$ cat config.mk
export PLATFORM = sky130hd
export DESIGN_NAME = approx_umul_pipe
export DESIGN_NICKNAME = d
export VERILOG_FILES = /design/src/rtl/approx_umul_pipe.sv
export SDC_FILE = /design/constraint.sdc
export NUM_CORES = 1
export LEC_CHECK = 0
export ABC_AREA = 1
export CORE_ASPECT_RATIO = 1.4
export CORE_MARGIN = 3
export CORE_UTILIZATION = 59
export DETAILED_ROUTE_END_ITERATION = 16
export HOLD_SLACK_MARGIN = 0.1
export PLACE_DENSITY = 0.82
export SLEW_MARGIN = 20
export SYNTH_ARGS = -nofsm -noshare
export SYNTH_HDL_FRONTEND = slang
export SYNTH_SLANG_ARGS = --single-unit
$ cat constraint.sdc
create_clock -name clk -period 8.85 [get_ports clk]
set_input_delay 1.77 -clock clk [delete_from_list [all_inputs] [get_ports clk]]
set_output_delay 1.77 -clock clk [all_outputs]
set_load 0.01 [all_outputs]
$ cat src/rtl/approx_umul_pipe.sv
// Pipelined unsigned approximate multiplier with column truncation, exact/approx mode per beat.
// Define APPROX_UMUL_COMP_EN to add the 2^(TRUNC-1) mean-error bias (saturating) in approx mode.
module approx_umul_pipe #(
  parameter int WIDTH  = 8,
  parameter int TRUNC  = 8,
  parameter int STAGES = 2
) (
  input  logic                 clk,
  input  logic                 rst,
  input  logic                 in_valid,
  output logic                 in_ready,
  input  logic [WIDTH-1:0]     x,
  input  logic [WIDTH-1:0]     y,
  input  logic                 approx_en,
  output logic                 out_valid,
  input  logic                 out_ready,
  output logic [2*WIDTH-1:0]   z,
  output logic                 out_approx
);

  localparam int PW   = 2 * WIDTH;
  localparam int HALF = WIDTH / 2;
  localparam int NMID = (STAGES >= 3) ? (STAGES - 2) : 0;
  localparam int CSH  = (TRUNC > 0) ? (TRUNC - 1) : 0;
  localparam logic [PW:0] BIAS = (PW + 1)'(1) << CSH;

  // Sum of rows lo..hi-1 of the partial-product array; in approx mode bits in
  // columns below TRUNC are masked off. One extra bit carries the bias/overflow.
  function automatic logic [PW:0] row_sum(input logic [WIDTH-1:0] a,
                                          input logic [WIDTH-1:0] b,
                                          input logic             apx,
                                          input int               lo,
                                          input int               hi);
    logic [PW:0]      acc;
    logic [WIDTH-1:0] m;
    acc = '0;
    for (int i = 0; i < WIDTH; i++) begin
      m = b;
      for (int j = 0; j < WIDTH; j++) begin
        if (apx && ((i + j) < TRUNC)) m[j] = 1'b0;
      end
      if ((i >= lo) && (i < hi) && a[i]) acc = acc + ((PW + 1)'(m) << i);
    end
    return acc;
  endfunction

  function automatic logic [PW-1:0] sat_prod(input logic [PW:0] s);
    return s[PW] ? {PW{1'b1}} : s[PW-1:0];
  endfunction

  logic              w_advance;
  logic [STAGES-1:0] r_vld;
  logic [STAGES-1:0] r_apx;
  logic [PW-1:0]     r_z;

  assign w_advance = ~r_vld[STAGES-1] | out_ready;
  assign in_ready  = w_advance;

  always_ff @(posedge clk or posedge rst) begin
    if (rst) begin
      r_vld <= '0;
      r_apx <= '0;
    end else if (w_advance) begin
      r_vld[0] <= in_valid;
      r_apx[0] <= approx_en;
      for (int k = 1; k < STAGES; k++) begin
        r_vld[k] <= r_vld[k-1];
        r_apx[k] <= r_apx[k-1];
      end
    end
  end

  logic [WIDTH-1:0] w_xs;
  logic [WIDTH-1:0] w_ys;
  logic             w_as;

  // ---- stage 1: operand registers (folded into the output stage when STAGES=1)
  generate
    if (STAGES >= 2) begin : g_in_reg
      logic [WIDTH-1:0] r_x_p1;
      logic [WIDTH-1:0] r_y_p1;
      always_ff @(posedge clk) begin
        if (w_advance) begin
          r_x_p1 <= x;
          r_y_p1 <= y;
        end
      end
      assign w_xs = r_x_p1;
      assign w_ys = r_y_p1;
      assign w_as = r_apx[0];
    end else begin : g_in_comb
      assign w_xs = x;
      assign w_ys = y;
      assign w_as = approx_en;
    end
  endgenerate

  logic [PW:0] w_bias;
  logic [PW:0] w_lo_p1;
  logic [PW:0] w_hi_p1;

`ifdef APPROX_UMUL_COMP_EN
  assign w_bias = (w_as && (TRUNC > 0)) ? BIAS : '0;
`else
  assign w_bias = '0;
`endif

  assign w_lo_p1 = row_sum(w_xs, w_ys, w_as, 0, HALF) + w_bias;
  assign w_hi_p1 = row_sum(w_xs, w_ys, w_as, HALF, WIDTH);

  logic [PW:0] w_lo_f;
  logic [PW:0] w_hi_f;

  // ---- middle stages: low/high row-group partial sums
  generate
    if (NMID > 0) begin : g_mid
      logic [PW:0] r_lo_pm [NMID];
      logic [PW:0] r_hi_pm [NMID];
      always_ff @(posedge clk) begin
        if (w_advance) begin
          r_lo_pm[0] <= w_lo_p1;
          r_hi_pm[0] <= w_hi_p1;
          for (int k = 1; k < NMID; k++) begin
            r_lo_pm[k] <= r_lo_pm[k-1];
            r_hi_pm[k] <= r_hi_pm[k-1];
          end
        end
      end
      assign w_lo_f = r_lo_pm[NMID-1];
      assign w_hi_f = r_hi_pm[NMID-1];
    end else begin : g_nomid
      assign w_lo_f = w_lo_p1;
      assign w_hi_f = w_hi_p1;
    end
  endgenerate

  // ---- final stage: merge partial sums, saturate, register product
  always_ff @(posedge clk or posedge rst) begin
    if (rst) begin
      r_z <= '0;
    end else if (w_advance) begin
      r_z <= sat_prod(w_lo_f + w_hi_f);
    end
  end

  assign z          = r_z;
  assign out_valid  = r_vld[STAGES-1];
  assign out_approx = r_apx[STAGES-1];

endmodule

==> metrics <==
outcome=finished, final reports clean; max-cap violations=0; Seq cells post-synth=36; routed len/inst=13.7 µm; WHS=0.455 ns; DRC=0; DR pass1 iterations=5; first-pass GRT wire length=17,600 µm; worst slew margin relative to its limit=49.7%; WL final=10,200 µm; gr usage total=25.8%; fin cells=743; unrepaired setup endpoints after global routing=false; clk root buf=clkbuf_8; crit end category=flip-flop; Fin Clk Skew=0.0126 ns; Critical Path Slowest Stage Cell=dfrtp_1; type of the worst min-delay path=flip-flop to flip-flop; Rows=36; GPL Wtd Cong=0.942; R2R Setup Slk=2.91 ns; Synth Area per Inst=7.04 µm²; # nets final=729; Slew @ Worst Pin=0.753 ns; htree depth=2; initial antenna violation count=0; Antenna Nets Post-Route=0; critical path fanouts, max=15; DP Wirelength=8190 µm; die area=8360 µm²; Critical Path AT=6.17 ns; number of distinct library cells after synthesis=41; syn nets=693; final instance area=4910 µm²; sequential share of the synthesized area=22.8%; Fillers=618; Power Density=224 nW/µm²; largest net degree at the start of global routing=50; IO buf count=39; Cells after Synth=611; Clk pin slew, worst setup/hold paths=0.08 ns; Worst Hold Depth=2; Max Freq=0.168 GHz; worst hold endpoint=r_vld[1]; R2R depth=32; Slew Viols, Final=0; num ports=40; CTS tree=yes; Worst path most repeated cell=nand2_1; Reg-to-Reg Start=r_apx[0]; min Tclk post-route=5.94 ns; RR Endpoint=z[12]; Final Setup Violations=0; Pleak=2.53 nW; initial DRC count=245; Core Util, Final=69.8%; vias in the first global route=3,986; yosys warns=0; critical path type=flip-flop to flip-flop; Worst Path Required=9.08 ns; Setup Fix Bufs, Post-CTS=0; layout cells sized above 1=5.56%; chip width=78.2 µm; Vert. Die Dim=107 µm; most common cell after layout, fill and taps aside=nand2_1; most frequent cells in the layout=170 x nand2_1, 75 x inv_1, 54 x ha_1; Peak VDD IR=0.000103 V; Clock Path Buffers=2; detail-routed via count per cell=5.54; CTS sink cnt=36; via count=4,116; Num CTS Buffers=5; Inst Count DP=735; crit share post-route=67.1%; Mapped Area=4300 µm²; hold buffer count at CTS=0; startpoint of the worst hold path=r_vld[0]; Initial Utilization=61.2%; diode count=0; PostCTS Resize Cnt=0; Worst-Skew Late Latency=0.30 ns; Final Hold Fails=0; Startpoint Class=flip-flop; core area=7030 µm²; Area Growth Syn to Fin=14.1%; gr ovfl total=0; Area after DPL=4760 µm²; CP max stage delay=0.53 ns; TNS Setup=0 ns
==> per-stage QoR <==
stage	total power, mW	worst slack (ns)
2_1_floorplan	0.746	3.40
3_3_place_gp	0.900	2.90
3_5_place_dp	0.922	2.70
4_1_cts	1.10	2.68
5_1_grt	1.21	2.27
6_report	1.10	2.91
==> how the worst max path moves through the flow <==
stage | startpoint | to | slack, ns | cells after the start
CTS | r_apx[0] | z[15] | 2.68 | 36
global route | r_apx[0] | z[15] | 2.27 | 36
floorplan | r_apx[0] | z[15] | 3.40 | 37
finish | r_apx[0] | z[12] | 2.91 | 32
detailed placement | r_apx[0] | z[15] | 2.70 | 36
global placement | r_apx[0] | z[15] | 2.90 | 36
==> area by class of cell <==
class	count	area (µm²)	area share, %
multi-input cells	485	2970	60.5
flip-flops and latches	36	981	20.0
repair buffers	40	398	8.11
inverters	79	298	6.07
clock buffers	8	144	2.93
well taps	95	119	2.42
==> cells in the mapped netlist <==
| master | count | area, µm² |
|---|---|---|
| a21boi_0 | 2 | 15.0 |
| a21boi_1 | 1 | 7.51 |
| a21o_1 | 2 | 15.0 |
| a21oi_1 | 34 | 170 |
| a21oi_2 | 1 | 8.76 |
| a31oi_1 | 4 | 25.0 |
| a31oi_2 | 9 | 113 |
| and2_1 | 3 | 18.8 |
| buf_6 | 2 | 22.5 |
| clkbuf_1 | 9 | 33.8 |
| clkinv_1 | 2 | 7.51 |
| clkinv_2 | 1 | 5.00 |
| dfrtp_1 | 20 | 500 |
| edfxtp_1 | 16 | 480 |
| fa_1 | 7 | 140 |
| ha_1 | 54 | 676 |
| inv_1 | 75 | 282 |
| inv_2 | 1 | 3.75 |
| nand2_1 | 170 | 638 |
| nand2_2 | 3 | 18.8 |
| nand2_4 | 2 | 22.5 |
| nand3_1 | 46 | 230 |
| nand3_2 | 2 | 20.0 |
| nand3b_1 | 3 | 22.5 |
| nand4_1 | 10 | 62.6 |
| nand4_4 | 1 | 21.3 |
| nor2_1 | 50 | 188 |
| nor2_2 | 2 | 12.5 |
| nor2_4 | 1 | 11.3 |
| nor3_1 | 3 | 15.0 |
| o211ai_1 | 2 | 15.0 |
| o21ai_0 | 29 | 145 |
| o21ai_1 | 5 | 25.0 |
| o21ai_2 | 2 | 17.5 |
| o21bai_1 | 1 | 7.51 |
| o311ai_0 | 1 | 8.76 |
| o31ai_1 | 1 | 7.51 |
| or2_1 | 3 | 18.8 |
| or2_2 | 1 | 6.26 |
| xnor2_1 | 17 | 149 |
| xor2_1 | 13 | 114 |
==> routing by layer <==
layer | track usage (%) | vias to the layer above | part of all wire [%]
met5 | 0 | - | 0
met4 | 11.0 | 0 | 3.6
met3 | 3.11 | 29 | 5.3
met2 | 47.6 | 130 | 51
met1 | 29.6 | 1863 | 40
li1 | - | 2094 | -
==> critical path: cells and delay by family, from the launching register on <==
| family | cells | cell delay, ns |
|---|---|---|
| fa+ha+maj | 5 | 1.66 |
| buf+inv | 2 | 0.27 |
| xor+xnor | 2 | 0.31 |
| flops | 1 | 0.53 |
| compound gates | 11 | 1.77 |
| simple gates | 12 | 1.31 |
==> power by group <==
part / total, mW / internal (mW) / switching (mW)
registers: 0.249 / 0.218 / 0.0310
clock network: 0.171 / 0.107 / 0.0644
logic: 0.677 / 0.295 / 0.382
total: 1.10 / 0.620 / 0.477
==> flip-flops by register name, indices dropped and copies added (netlist names) <==
name	count
g_in_reg.r_x_p1	8
g_in_reg.r_y_p1	8
r_apx	2
r_vld	2
z	16
==> kinds of logic after synthesis <==
family,Yosys count,synth area share [%]
compound gates,94,13.5
fa+ha+maj,61,19.0
xor+xnor,30,6.11
flops,36,22.8
buf+inv,90,8.23
simple gates,300,30.4
Power figures use the tool's default switching activity.
